### config.mk
export PLATFORM = sky130hd
export DESIGN_NAME = acl_int_service_ctrl
export DESIGN_NICKNAME = d
export VERILOG_FILES = /design/src/rtl/acl_int_service_ctrl.sv
export SDC_FILE = /design/constraint.sdc
export NUM_CORES = 1
export LEC_CHECK = 0
export ABC_AREA = 1
export BUFFER_PORTS_ARGS = -buffer_cell sky130_fd_sc_hd__buf_4
export CORE_MARGIN = 2
export CORE_UTILIZATION = 45
export DETAILED_ROUTE_END_ITERATION = 7
export SLEW_MARGIN = 20
export SYNTH_ARGS = -nofsm -noshare
export SYNTH_HDL_FRONTEND = slang
export SYNTH_SLANG_ARGS = --single-unit
### constraint.sdc
create_clock -name i_clk_20mhz -period 2.4 [get_ports i_clk_20mhz]
set_input_delay 0.36 -clock i_clk_20mhz [delete_from_list [all_inputs] [get_ports i_clk_20mhz]]
set_output_delay 0.36 -clock i_clk_20mhz [all_outputs]
set_load 0.02 [all_outputs]
### src/rtl/acl_int_service_ctrl.sv
// Accelerometer interrupt service controller: turns a level interrupt into one
// status-register read over the SPI command driver, with a watchdog and a re-arm holdoff.
//
//   state      | meaning
//   ST_IDLE    | armed, waiting for enable and interrupt level
//   ST_REQ     | o_cmd_req high, waiting for driver ack
//   ST_WAIT    | read accepted, waiting for driver done
//   ST_HOLDOFF | re-arm delay after a service or a timeout
module acl_int_service_ctrl #(
  parameter int unsigned TIMEOUT_CYCLES = 20000,
  parameter int unsigned HOLDOFF_CYCLES = 20
) (
  input  logic        i_clk_20mhz,
  input  logic        i_rstn_20mhz,
  input  logic        i_int_deb,
  input  logic        i_enable,
  output logic        o_cmd_req,
  input  logic        i_cmd_ack,
  input  logic        i_cmd_done,
  output logic        o_evt_valid,
  output logic        o_timeout,
  output logic        o_busy,
  output logic [15:0] o_evt_count,
  output logic [7:0]  o_miss_count
);

  typedef enum logic [1:0] {ST_IDLE, ST_REQ, ST_WAIT, ST_HOLDOFF} state_t;

  localparam logic [15:0] WD_LAST = 16'(TIMEOUT_CYCLES - 1);
  localparam logic [15:0] HO_LAST = 16'(HOLDOFF_CYCLES - 1);

  state_t      state, state_nxt;
  logic [15:0] cnt;
  logic        int_prev;
  logic        evt_nxt, to_nxt;
  logic        wd_exp, ho_done, int_rise, cnt_clear;

  assign wd_exp   = (cnt == WD_LAST);
  assign ho_done  = (cnt == HO_LAST);
  assign int_rise = i_int_deb & ~int_prev;

  // One counter serves as watchdog (REQ+WAIT, not cleared on REQ->WAIT) and holdoff timer.
  assign cnt_clear = (state_nxt != state) &&
                     ((state_nxt == ST_REQ) || (state_nxt == ST_HOLDOFF));

  always_comb begin
    state_nxt = state;
    evt_nxt   = 1'b0;
    to_nxt    = 1'b0;
    case (state)
      ST_IDLE: begin
        if (i_enable && i_int_deb) state_nxt = ST_REQ;
      end
      ST_REQ: begin
        if (i_cmd_ack) begin
          state_nxt = ST_WAIT;
        end else if (wd_exp) begin
          state_nxt = ST_HOLDOFF;
          to_nxt    = 1'b1;
        end else if (!i_enable) begin
          state_nxt = ST_IDLE;
        end
      end
      ST_WAIT: begin
        if (i_cmd_done) begin
          state_nxt = ST_HOLDOFF;
          evt_nxt   = 1'b1;
        end else if (wd_exp) begin
          state_nxt = ST_HOLDOFF;
          to_nxt    = 1'b1;
        end
      end
      ST_HOLDOFF: begin
        if (ho_done) state_nxt = ST_IDLE;
      end
      default: state_nxt = ST_IDLE;
    endcase
  end

  always_ff @(posedge i_clk_20mhz or negedge i_rstn_20mhz) begin
    if (!i_rstn_20mhz) begin
      state        <= ST_IDLE;
      cnt          <= 16'd0;
      int_prev     <= 1'b0;
      o_evt_valid  <= 1'b0;
      o_timeout    <= 1'b0;
      o_evt_count  <= 16'd0;
      o_miss_count <= 8'd0;
    end else begin
      state       <= state_nxt;
      int_prev    <= i_int_deb;
      o_evt_valid <= evt_nxt;
      o_timeout   <= to_nxt;
      if (cnt_clear) begin
        cnt <= 16'd0;
      end else if (state != ST_IDLE) begin
        cnt <= cnt + 16'd1;
      end
      if (evt_nxt && (o_evt_count != 16'hFFFF)) begin
        o_evt_count <= o_evt_count + 16'd1;
      end
      if (int_rise && (state != ST_IDLE) && (o_miss_count != 8'hFF)) begin
        o_miss_count <= o_miss_count + 8'd1;
      end
    end
  end

  assign o_cmd_req = (state == ST_REQ);
  assign o_busy    = (state != ST_IDLE);

endmodule
======== Word-level counts from Yosys, hierarchy flattened ========
Index checks and enable logic that the tools add are counted.
word-level totals
  register bits after elaboration ......... 45
  bits of input ports ..................... 6
cells by class
  equality and inequality tests ........... 10
  reductions and logical operators ........ 9
  add/subtract/negate cells ............... 3
  mux-type cells .......................... 16
  bitwise logic cells ..................... 2
operator list
  cell                                                                     count
  16-bit by 1-bit adder with 16-bit output, second input constant          2
  16-bit two-way mux                                                       2
  16-bit by 15-bit equality test with 1-bit output, second input constant  1
  16-bit by 5-bit equality test with 1-bit output, second input constant   1
  16-bit inequality test, second input constant                            1
  2-bit two-way mux                                                        7
  8-bit by 1-bit adder with 8-bit output, second input constant            1
  8-bit inequality test, second input constant                             1
  2-bit case mux with 4 select lines                                       1
  2-bit equality test, second input constant                               3
  1-bit logical AND                                                        5
  1-bit two-way mux                                                        5
  2-bit by 1-bit equality test with 1-bit output, second input constant    2
  2-bit nonzero test                                                       2
  2-bit logical NOT                                                        1
  2-bit inequality test                                                    1
  1-bit case mux with 2 select lines                                       1
  1-bit bitwise AND                                                        1
  1-bit logical OR                                                         1
  1-bit inverter                                                           1

======== Depth between registers and ports, before layout ========
Gate-level depths: netlist of run 1.
  depth after elaboration ................. 8
  mapped depth ............................ 14
  depth with buffers taken out ............ 13

======== Least setup slack after synthesis of run 1 ========
No wires, ideal clock.
  kind .................................... reg2reg
  from .................................... register state[0]
  to ...................................... register o_miss_count[7]
  period minus slack after synthesis ...... 2.100 ns
  setup time .............................. 0.129 ns
  setup slack ............................. 0.300 ns
  cell stages (with the launch flop) ...... 13
  arrival ................................. 1.970 ns
  path through ............................ dfrtp_1 > inv_1 > ha_1 > buf_2 > inv_1 > nand2_1 > nor2_1 > nand2_1 > nor2_1 > nand2_1 > nor2_1 > nand3_1 > xnor2_1
between the ends
  longest elaborated chain between the ends .. 3
RTL lines
  element                         RTL line  text
  start, declared                 32        state_t state, state_nxt;
  start signal, assigned          90        state <= state_nxt;
  2-bit nonzero test              -
  net o_busy                      22        output logic o_busy,
  1-bit logical AND (2 in a row)  102       if (int_rise && (state != ST_IDLE) && (o_miss_count != 8'hFF)) begin
  end signal, assigned            103       o_miss_count <= o_miss_count + 8'd1;
  end, declared                   24        output logic [7:0] o_miss_count
The timed path passes the listed nets, and every way through them passes these cells.
A chain may end at the register's enable or synchronous reset.

======== Final worst setup path of run 1 ========
  from .................................... register state[1]
  to ...................................... register o_miss_count[7]
between the ends
  longest elaborated chain between the ends .. 3
RTL lines
  element                         RTL line
  2-bit nonzero test              102
  1-bit logical AND (2 in a row)  102
No other way between the ends.

==> results of run 1 <==
flip-flops by register name (all words and copies together) (netlist names):
name          flops
int_prev          1
o_evt_valid       1
cnt              16
o_evt_count      16
state             2
o_timeout         1
o_miss_count      8
metrics by stage:
stage	setup WS, ps	hold slack (ps)	total power [W]
after floorplan	300	64.4	0.00193
after global placement	414	391	0.00227
after detailed placement	323	400	0.00228
after CTS	314	69.4	0.00296
after global routing	34.7	84.9	0.00313
final	326	37.4	0.00291
critical path: stages (launching register included):
cell and delay (ps):
dfrtp_1 450, inv_1 140, ha_1 300, inv_1 140, nand2_1 60, nor2_1 130
nand2_1 130, nor2_1 170, nand2_1 70, nor2_1 140, nand3_1 110, xnor2_1 130
cells in the mapped netlist, drive strengths merged:
library cell,n,area (µm²)
mux2,1,11.3
nand3,21,118
buf,3,27.5
a21oi,19,144
nand2,62,250
xnor2,13,114
nor2,42,168
xor2,21,184
dfrtp,45,1130
nand4,3,18.8
nor3,10,60.1
ha,8,100
o21ai,4,20.0
o22ai,1,6.26
nor4,4,25.0
inv,32,120
mux2i,1,10.0
nand3b,1,7.51
logic make-up (layout without fill, tap and decap cells):
| kind of cell | count (synthesis) | after routing | share of synthesized area (%) |
|---|---|---|---|
| AO/OA/AOI/OAI | 24 | 24 | 6.78 |
| XOR/XNOR | 34 | 34 | 11.9 |
| adder cells (fa/ha/maj) | 8 | 8 | 3.99 |
| buffers and inverters | 35 | 75 | 5.88 |
| flip-flops | 45 | 45 | 44.9 |
| multiplexers | 2 | 2 | 0.847 |
| AND/OR/NAND/NOR | 143 | 143 | 25.8 |
area by class of cell:
cell class                      count  area [µm²]  share of cell area (%)
Timing Repair Buffer               35         263                    8.85
Clock inverter                      3        65.1                    2.19
Tap cell                           72        90.1                    3.03
Clock buffer                        5        68.8                    2.32
Multi-Input combinational cell    211        1240                    41.6
Sequential cell                    45        1130                    37.9
Inverter                           32         120                    4.05
path summary, 6_finish.rpt:
| path | from | endpoint | slack (ps) | depth (start not counted) |
|---|---|---|---|---|
| hold reg to reg | o_miss_count[7]$_DFFE_PN0P_ | o_miss_count[7]$_DFFE_PN0P_ | 500 | 1 |
| setup reg to reg | state[1]$_DFF_PN0_ | o_miss_count[7]$_DFFE_PN0P_ | 330 | 11 |
| hold / removal | i_rstn_20mhz | o_evt_count[11]$_DFFE_PN0P_ | 40 | 1 |
| min in group i_clk_20mhz | i_int_deb | int_prev$_DFF_PN0_ | 180 | 1 |
| max in group asynchronous | i_rstn_20mhz | cnt[4]$_DFFE_PN0P_ | 1970 | 1 |
| setup / recovery | state[1]$_DFF_PN0_ | o_miss_count[7]$_DFFE_PN0P_ | 330 | 11 |
per-layer routing:
layer	GRT usage [%]	up-vias	wire, µm
met1	22.9	907	2340
met5	0	-	0
met4	4.74	0	51
met2	26.7	35	2120
met3	5.17	5	206
li1	-	1002	-
power by group through the flow:
stage	Clock (W)	Combinational, W	Sequential, W
2_1_floorplan	0	0.000765	0.00116
4_1_cts	0.000695	0.00122	0.00105
6_report	0.000668	0.00120	0.00105
3_5_place_dp	0	0.00121	0.00106
5_1_grt	0.000726	0.00134	0.00107
3_3_place_gp	0	0.00122	0.00106
==> flow_summary_export.csv, run 1 <==
group,metric,value,unit
cts,clock-sinks,45,
cts,postCtsSetupBuffers,0,
drt,dr.pass1.iters,4,
yosys,synth_seq_area_share,44.9,%
placed_design,gp_congestion,0.836,
yosys,ys_warn_count,0,
cts,insertion_delay,300,ps
drt,wl_per_cell,11.7,µm
cts,cts-buffers-inserted,5,
floorplanning,rows,27,
placed_design,port_buffers,33,
cts,clock-root-buffer,"clkbuf_8",
final_layout,final_cell_area,0.00297,mm²
worst_setup_path,worst_setup_path_end_kind,"flop",
power_and_ir_drop,vdd_drop_max,0.000723,V
placed_design,hpwl,3.52,mm
floorplanning,num_io_pins,34,
grt,grtUsageTotal,17.0,%
drt,first_iter_violations,87,
cts,cts_hold_buf,0,
yosys,synth-seq-cells,45,
power_and_ir_drop,power_frac_comb,41.2,%
worst_setup_path,critPathRequiredTime,2590,ps
power_and_ir_drop,clkPwrFrac,22.9,%
final_layout,drive_above_1_share,20.8,%
final_layout,final_cells,403,
power_and_ir_drop,p_int,0.00174,W
sta,drv_slew,0,
yosys,synth_nets,305,
cts,cts_tree,"yes",
worst_setup_path,crit_type,"reg2reg",
yosys,synth_cell_types,27,
final_layout,fill_cells,506,
cts,clkSlewWorstSetupHoldPaths,80,ps
floorplanning,die_y,78.7,µm
outcome,status,"complete, no violations",
drt,wirelength,4.72,mm
cts,htree_num_levels,2,
sta,setup_violations,0,
worst_setup_path,critPathMaxFanout,7,
floorplanning,dieWidth,78.7,µm
sta,fin_skew,6.39,ps
sta,max_freq,0.482,GHz
power_and_ir_drop,swShare,40.4,%
power_and_ir_drop,powerDensity,981,mW/mm²
grt,grt_max_degree,46,
power_and_ir_drop,p_leak,1.41,nW
grt,gr-total-overflow,0,
sta,setup_tns,0,ps
worst_setup_path,crit_arrival,2270,ps
final_layout,diodes,0,
grt,grt_pass1_wl,8.29,mm
cts,ctsResizeCount,0,
floorplanning,coreArea,0.00544,mm²
sta,tightest_slew,560,ps
drt,drc,0,
sta,rsz0062_at_grt,"false",
worst_hold_path,min_path_type,"in2async",
worst_setup_path,critPathLaunchType,"flop",
power_and_ir_drop,power_frac_seq,35.9,%
cts,clock_path_buffers,2,
yosys,syn_inst,291,
floorplanning,die_area,0.00619,mm²
drt,vias,1949,
grt,grt_pass1_vias,1874,
grt,antenna_found_initial,0,
final_layout,layout_commonest_cell,"nand2_1",
final_layout,area_growth,18.3,%
yosys,syn_area_per_cell,8.63,µm²
drt,antenna_left,0,
yosys,syn_area,0.00251,mm²
sta,min_period,2070,ps
placed_design,dpl.cell_count,395,
flow_run,maxCapViolCount,0,
sta,finalHoldViolations,0,
drt,routed_via_density,4.84,
sta,slew_headroom,62.7,%
sta,period_share,86.4,%
final_layout,layout_common_cells,"55 x nand2_1, 45 x dfrtp_1, 40 x nor2_1, 35 x buf_4, 30 x inv_1",
final_layout,fin_util,54.6,%
floorplanning,start_util,46.1,%
placed_design,dpl-instance-area,0.00284,mm²
final_layout,nets,344,
power_and_ir_drop,switchingPower,0.00118,W
(Power assumes the default switching activity.)
==> run 2, diff against run 1 <==
- CORE_MARGIN: 2 -> 5
==> run 2 against run 1 <==
- setup slack worse by 20 ps
- wire length is 7.8% higher
- worst hold slack better by 15 ps
- flip-flop and latch count stayed put
- total power is 6.3% lower
- sequential share of layout area is 0.67 points higher
- clock skew is 0.58 ps lower
- die area is 16% higher
==> flow_summary_export.csv, run 2 (synthesis results as in run 1) <==
group,metric,value,unit
final_layout,diodes,0,
grt,grt_max_degree,46,
worst_setup_path,startpoint,"state[1]$_DFF_PN0_",
floorplanning,rows,27,
grt,antenna_found_initial,0,
drt,dr.pass1.iters,5,
sta,finalHoldViolations,0,
worst_setup_path,r2r-start,"state[1]$_DFF_PN0_",
power_and_ir_drop,powerDensity,935,mW/mm²
power_and_ir_drop,clkPwrFrac,16.5,%
flow_run,maxCapViolCount,0,
final_layout,layout_commonest_cell,"nand2_1",
placed_design,gp_congestion,0.863,
cts,ctsResizeCount,0,
worst_setup_path,critPathMaxFanout,7,
sta,setup_violations,0,
cts,clock-root-buffer,"clkbuf_8",
worst_hold_path,min_path_type,"in2async",
placed_design,hpwl,3.76,mm
sta,period_share,87.2,%
drt,vias,1952,
cts,insertion_delay,290,ps
power_and_ir_drop,swShare,44.0,%
sta,fin_hold_ws,52.0,ps
sta,rsz0062_at_grt,"false",
drt,drc,0,
final_layout,nets,344,
floorplanning,die_y,84.7,µm
cts,postCtsSetupBuffers,0,
grt,gr-total-overflow,0,
worst_setup_path,crit_arrival,2280,ps
outcome,status,"complete, no violations",
sta,setup_tns,0,ps
sta,max_freq,0.478,GHz
power_and_ir_drop,p_int,0.00153,W
grt,grt_pass1_vias,1960,
power_and_ir_drop,switchingPower,0.00120,W
sta,fin_skew,5.81,ps
floorplanning,die_area,0.00717,mm²
cts,cts_tree,"yes",
worst_setup_path,crit_type,"reg2reg",
sta,tightest_slew,570,ps
cts,clock-sinks,45,
grt,grtUsageTotal,15.5,%
final_layout,drive_above_1_share,20.5,%
sta,drv_slew,0,
power_and_ir_drop,power_frac_seq,38.4,%
cts,cts_hold_buf,0,
grt,grt_pass1_wl,9.10,mm
cts,cts-buffers-inserted,5,
floorplanning,start_util,45.9,%
cts,clock_path_buffers,2,
power_and_ir_drop,p_leak,1.39,nW
final_layout,layout_common_cells,"55 x nand2_1, 45 x dfrtp_1, 40 x nor2_1, 35 x buf_4, 30 x inv_1",
sta,min_period,2090,ps
floorplanning,num_io_pins,34,
drt,routed_via_density,4.84,
drt,wl_per_cell,12.6,µm
worst_setup_path,worst_setup_path_end_kind,"flop",
drt,antenna_left,0,
drt,first_iter_violations,85,
floorplanning,coreArea,0.00547,mm²
final_layout,largestRegisters,"cnt (16), o_evt_count (16), o_miss_count (8)",
worst_setup_path,critPathLaunchType,"flop",
floorplanning,dieWidth,84.7,µm
sta,slew_headroom,62.0,%
placed_design,port_buffers,33,
final_layout,area_growth,16.3,%
drt,wirelength,5.09,mm
cts,clkSlewWorstSetupHoldPaths,80,ps
power_and_ir_drop,power_frac_comb,45.0,%
worst_setup_path,critPathRequiredTime,2590,ps
power_and_ir_drop,vdd_drop_max,0.000428,V
cts,htree_num_levels,2,
==> run 2: cell count changes in the layout (fill, tap and decap cells not counted) <==
cell / before / now
clkinv_2: 1 / 2
bufinv_16: 2 / 0
clkbuf_1: 0 / 1
==> run 2: routing by layer <==
layer  global-route usage, %  vias to the layer above  wire length [µm]
met1                    20.6                      915              2410
li1                        -                     1004                 -
met2                    24.5                       31              2360
met4                    4.32                        0                36
met5                       0                        -                 0
met3                    4.61                        2               275
==> run 2: final timing paths <==
path,to,slack [ps],cells after the start
min in group i_clk_20mhz,int_prev$_DFF_PN0_,190,1
max in group asynchronous,o_evt_count[0]$_DFFE_PN0P_,1950,1
max reg2reg,o_miss_count[7]$_DFFE_PN0P_,310,11
min,o_evt_count[13]$_DFFE_PN0P_,50,1
max,o_miss_count[7]$_DFFE_PN0P_,310,11
min reg2reg,o_miss_count[7]$_DFFE_PN0P_,500,1
==> run 2: area by class of cell <==
cell class	count	area, µm²
Clock inverter	2	10.0
Fill cell	556	2550
Sequential cell	45	1130
Timing Repair Buffer	35	263
Clock buffer	6	72.6
Tap cell	72	90.1
Inverter	32	120
Multi-Input combinational cell	211	1240
==> run 2: through the flow <==
step | utilization [%] | instance area (µm²) | setup WS, ps | instances | power [W]
final | 53.3 | 2920 | 306 | 403 | 0.00273
after global routing | 53.3 | 2920 | 119 | 403 | 0.00294
after CTS | 53.3 | 2920 | 301 | 403 | 0.00277
after detailed placement | 51.8 | 2840 | 310 | 395 | 0.00230
after global placement | 51.8 | 2840 | 406 | 395 | 0.00229
after floorplan | - | 2510 | 300 | 291 | 0.00193
==> run 2: critical path, stage by stage (launching register included) <==
cell and delay [ps]:
dfrtp_1 450, inv_1 140, ha_1 300, inv_1 150
nand2_1 60, nor2_1 130, nand2_1 140, nor2_1 170
nand2_1 70, nor2_1 150, nand3_1 110, xnor2_1 130
==> run 2: power by group through the flow <==
| stage | clock network, W | logic (W) | registers (W) |
|---|---|---|---|
| CTS | 0.000471 | 0.00125 | 0.00105 |
| global placement | 0 | 0.00123 | 0.00106 |
| floorplan | 0 | 0.000765 | 0.00116 |
| finish | 0.000451 | 0.00123 | 0.00105 |
| global route | 0.000501 | 0.00136 | 0.00108 |
| detailed placement | 0 | 0.00124 | 0.00107 |
==> run 3, diff against run 2 <==
- clock period: 2.4 -> 2.3 ns (I/O delays scaled with it)
==> run 3 against run 2 <==
- clock power grew 7.8%
- non-clock buffer count grew 1
- sequential share of layout area shrank 0.15 points
- global-route usage shrank 0.47 points
- die area is the same
- critical endpoint unchanged
==> flow_summary_export.csv, run 3 (synthesis results as in run 1) <==
group,metric,value,unit
power_and_ir_drop,vdd_drop_max,0.000573,V
floorplanning,rows,27,
worst_setup_path,critPathMaxFanout,6,
cts,clock-root-buffer,"clkbuf_8",
grt,antenna_found_initial,0,
sta,finalHoldViolations,0,
sta,tightest_slew,564,ps
grt,gr-usage-met3,5.10,%
worst_setup_path,cp_cell_sequence,"inv_1 > ha_1 > inv_1 > nand2_1 > nor2_1 > nand2_1 > nor2_1 > nand2_1 > nor2_1 > nand3_1 > xnor2_1",
final_layout,diodes,0,
drt,wl_per_cell,12.5,µm
grt,groute.layer.met2.usage,23.7,%
sta,setup_violations,0,
flow_run,maxCapViolCount,0,
sta,min_period,1900,ps
placed_design,gp_congestion,0.939,
grt,grt_use_met1,19.1,%
worst_setup_path,critPathLaunchType,"flop",
final_layout,area_growth,16.7,%
drt,antenna_left,0,
drt,first_iter_violations,117,
cts,postCtsSetupBuffers,0,
floorplanning,dieWidth,84.7,µm
power_and_ir_drop,p_leak,1.39,nW
sta,slew_headroom,62.4,%
grt,grt_pass1_wl,8.76,mm
grt,gr-total-overflow,0,
cts,ctsResizeCount,0,
final_layout,nets,345,
cts,htree_num_levels,2,
outcome,status,"complete, no violations",
sta,setup_tns,0,ps
final_layout,layout_common_cells,"55 x nand2_1, 45 x dfrtp_1, 40 x nor2_1, 36 x buf_4, 30 x inv_1",
cts,cts-buffers-inserted,5,
floorplanning,start_util,45.9,%
sta,rsz0062_at_grt,"false",
sta,fin_hold_ws,37.7,ps
floorplanning,die_area,0.00717,mm²
sta,drv_slew,0,
grt,grt_pass1_vias,1932,
final_layout,layout_commonest_cell,"nand2_1",
worst_setup_path,critPathSlowestCell,"dfrtp_1",
worst_setup_path,critPathRequiredTime,2480,ps
drt,routed_via_density,4.91,
final_layout,drive_above_1_share,20.5,%
worst_hold_path,min_path_type,"in2async",
grt,grt_max_degree,46,
placed_design,hpwl,3.74,mm
drt,dr.pass1.iters,4,
drt,wirelength,5.06,mm
worst_setup_path,worst_setup_path_end_kind,"flop",
sta,period_share,82.7,%
cts,clkSlewWorstSetupHoldPaths,80,ps
grt,grtUsageTotal,15.0,%
cts,insertion_delay,290,ps
drt,vias,1979,
final_layout,largestRegisters,"cnt (16), o_evt_count (16), o_miss_count (8)",
final_layout,fin_util,53.5,%
sta,fin_skew,6.88,ps
floorplanning,die_y,84.7,µm
cts,cts_hold_buf,0,
worst_setup_path,slowest_delay,440,ps
worst_setup_path,crit_arrival,2090,ps
cts,clock-sinks,45,
sta,max_freq,0.525,GHz
cts,cts_tree,"yes",
cts,clock_path_buffers,2,
grt,grt_most_used_layer,"met2",
placed_design,port_buffers,33,
worst_setup_path,crit_type,"reg2reg",
power_and_ir_drop,powerDensity,978,mW/mm²
drt,drc,0,
floorplanning,coreArea,0.00547,mm²
floorplanning,num_io_pins,34,
## run 3: changes by cell type in the layout (fill, tap and decap cells not counted), sizes merged
cell and delta:
clkinv -2, buf +1, clkbuf +1
## run 3: worst max-delay path: cells and delay by family (launching register included)
kind | cells | cell delay (ps)
DFF | 1 | 440
adders and majority gates | 1 | 210
buffers and inverters | 2 | 220
xor gates and xnor gates | 1 | 130
and+or+nand+nor | 7 | 790
## run 3: stage by stage
stage,instances,area (µm²),setup slack [ps],power [W]
floorplan,291,2510,200,0.00201
global placement,396,2840,456,0.00238
detailed placement,396,2840,383,0.00240
CTS,403,2930,373,0.00290
global route,403,2930,190,0.00310
finish,403,2930,397,0.00286
## run 3: cell type report
class / instances / area [µm²]
Multi-Input combinational cell: 211 / 1240
Sequential cell: 45 / 1130
Clock buffer: 7 / 86.3
Timing Repair Buffer: 36 / 270
Fill cell: 518 / 2540
Tap cell: 72 / 90.1
Inverter: 32 / 120
## run 3: routing by layer
layer / vias up / wire length [µm]
met1: 922 / 2330
met4: 0 / 45
met3: 5 / 329
li1: 1006 / -
met2: 46 / 2360
met5: - / 0
## run 3: where the power goes
part	internal (W)	switching [W]
Clock	0.000238	0.000248
Combinational	0.000456	0.000827
Sequential	0.000935	0.000159
## run 3: final timing paths
path	startpoint	endpoint	slack, ps	depth (start not counted)
worst max-delay path	state[1]$_DFF_PN0_	o_miss_count[7]$_DFFE_PN0P_	400	11
max in group asynchronous	i_rstn_20mhz	cnt[5]$_DFFE_PN0P_	1870	1
worst min-delay path	i_rstn_20mhz	o_evt_count[13]$_DFFE_PN0P_	40	1
min in group i_clk_20mhz	i_int_deb	int_prev$_DFF_PN0_	180	1
worst max register to register	state[1]$_DFF_PN0_	o_miss_count[7]$_DFFE_PN0P_	400	11
worst min register to register	o_miss_count[7]$_DFFE_PN0P_	o_miss_count[7]$_DFFE_PN0P_	500	1
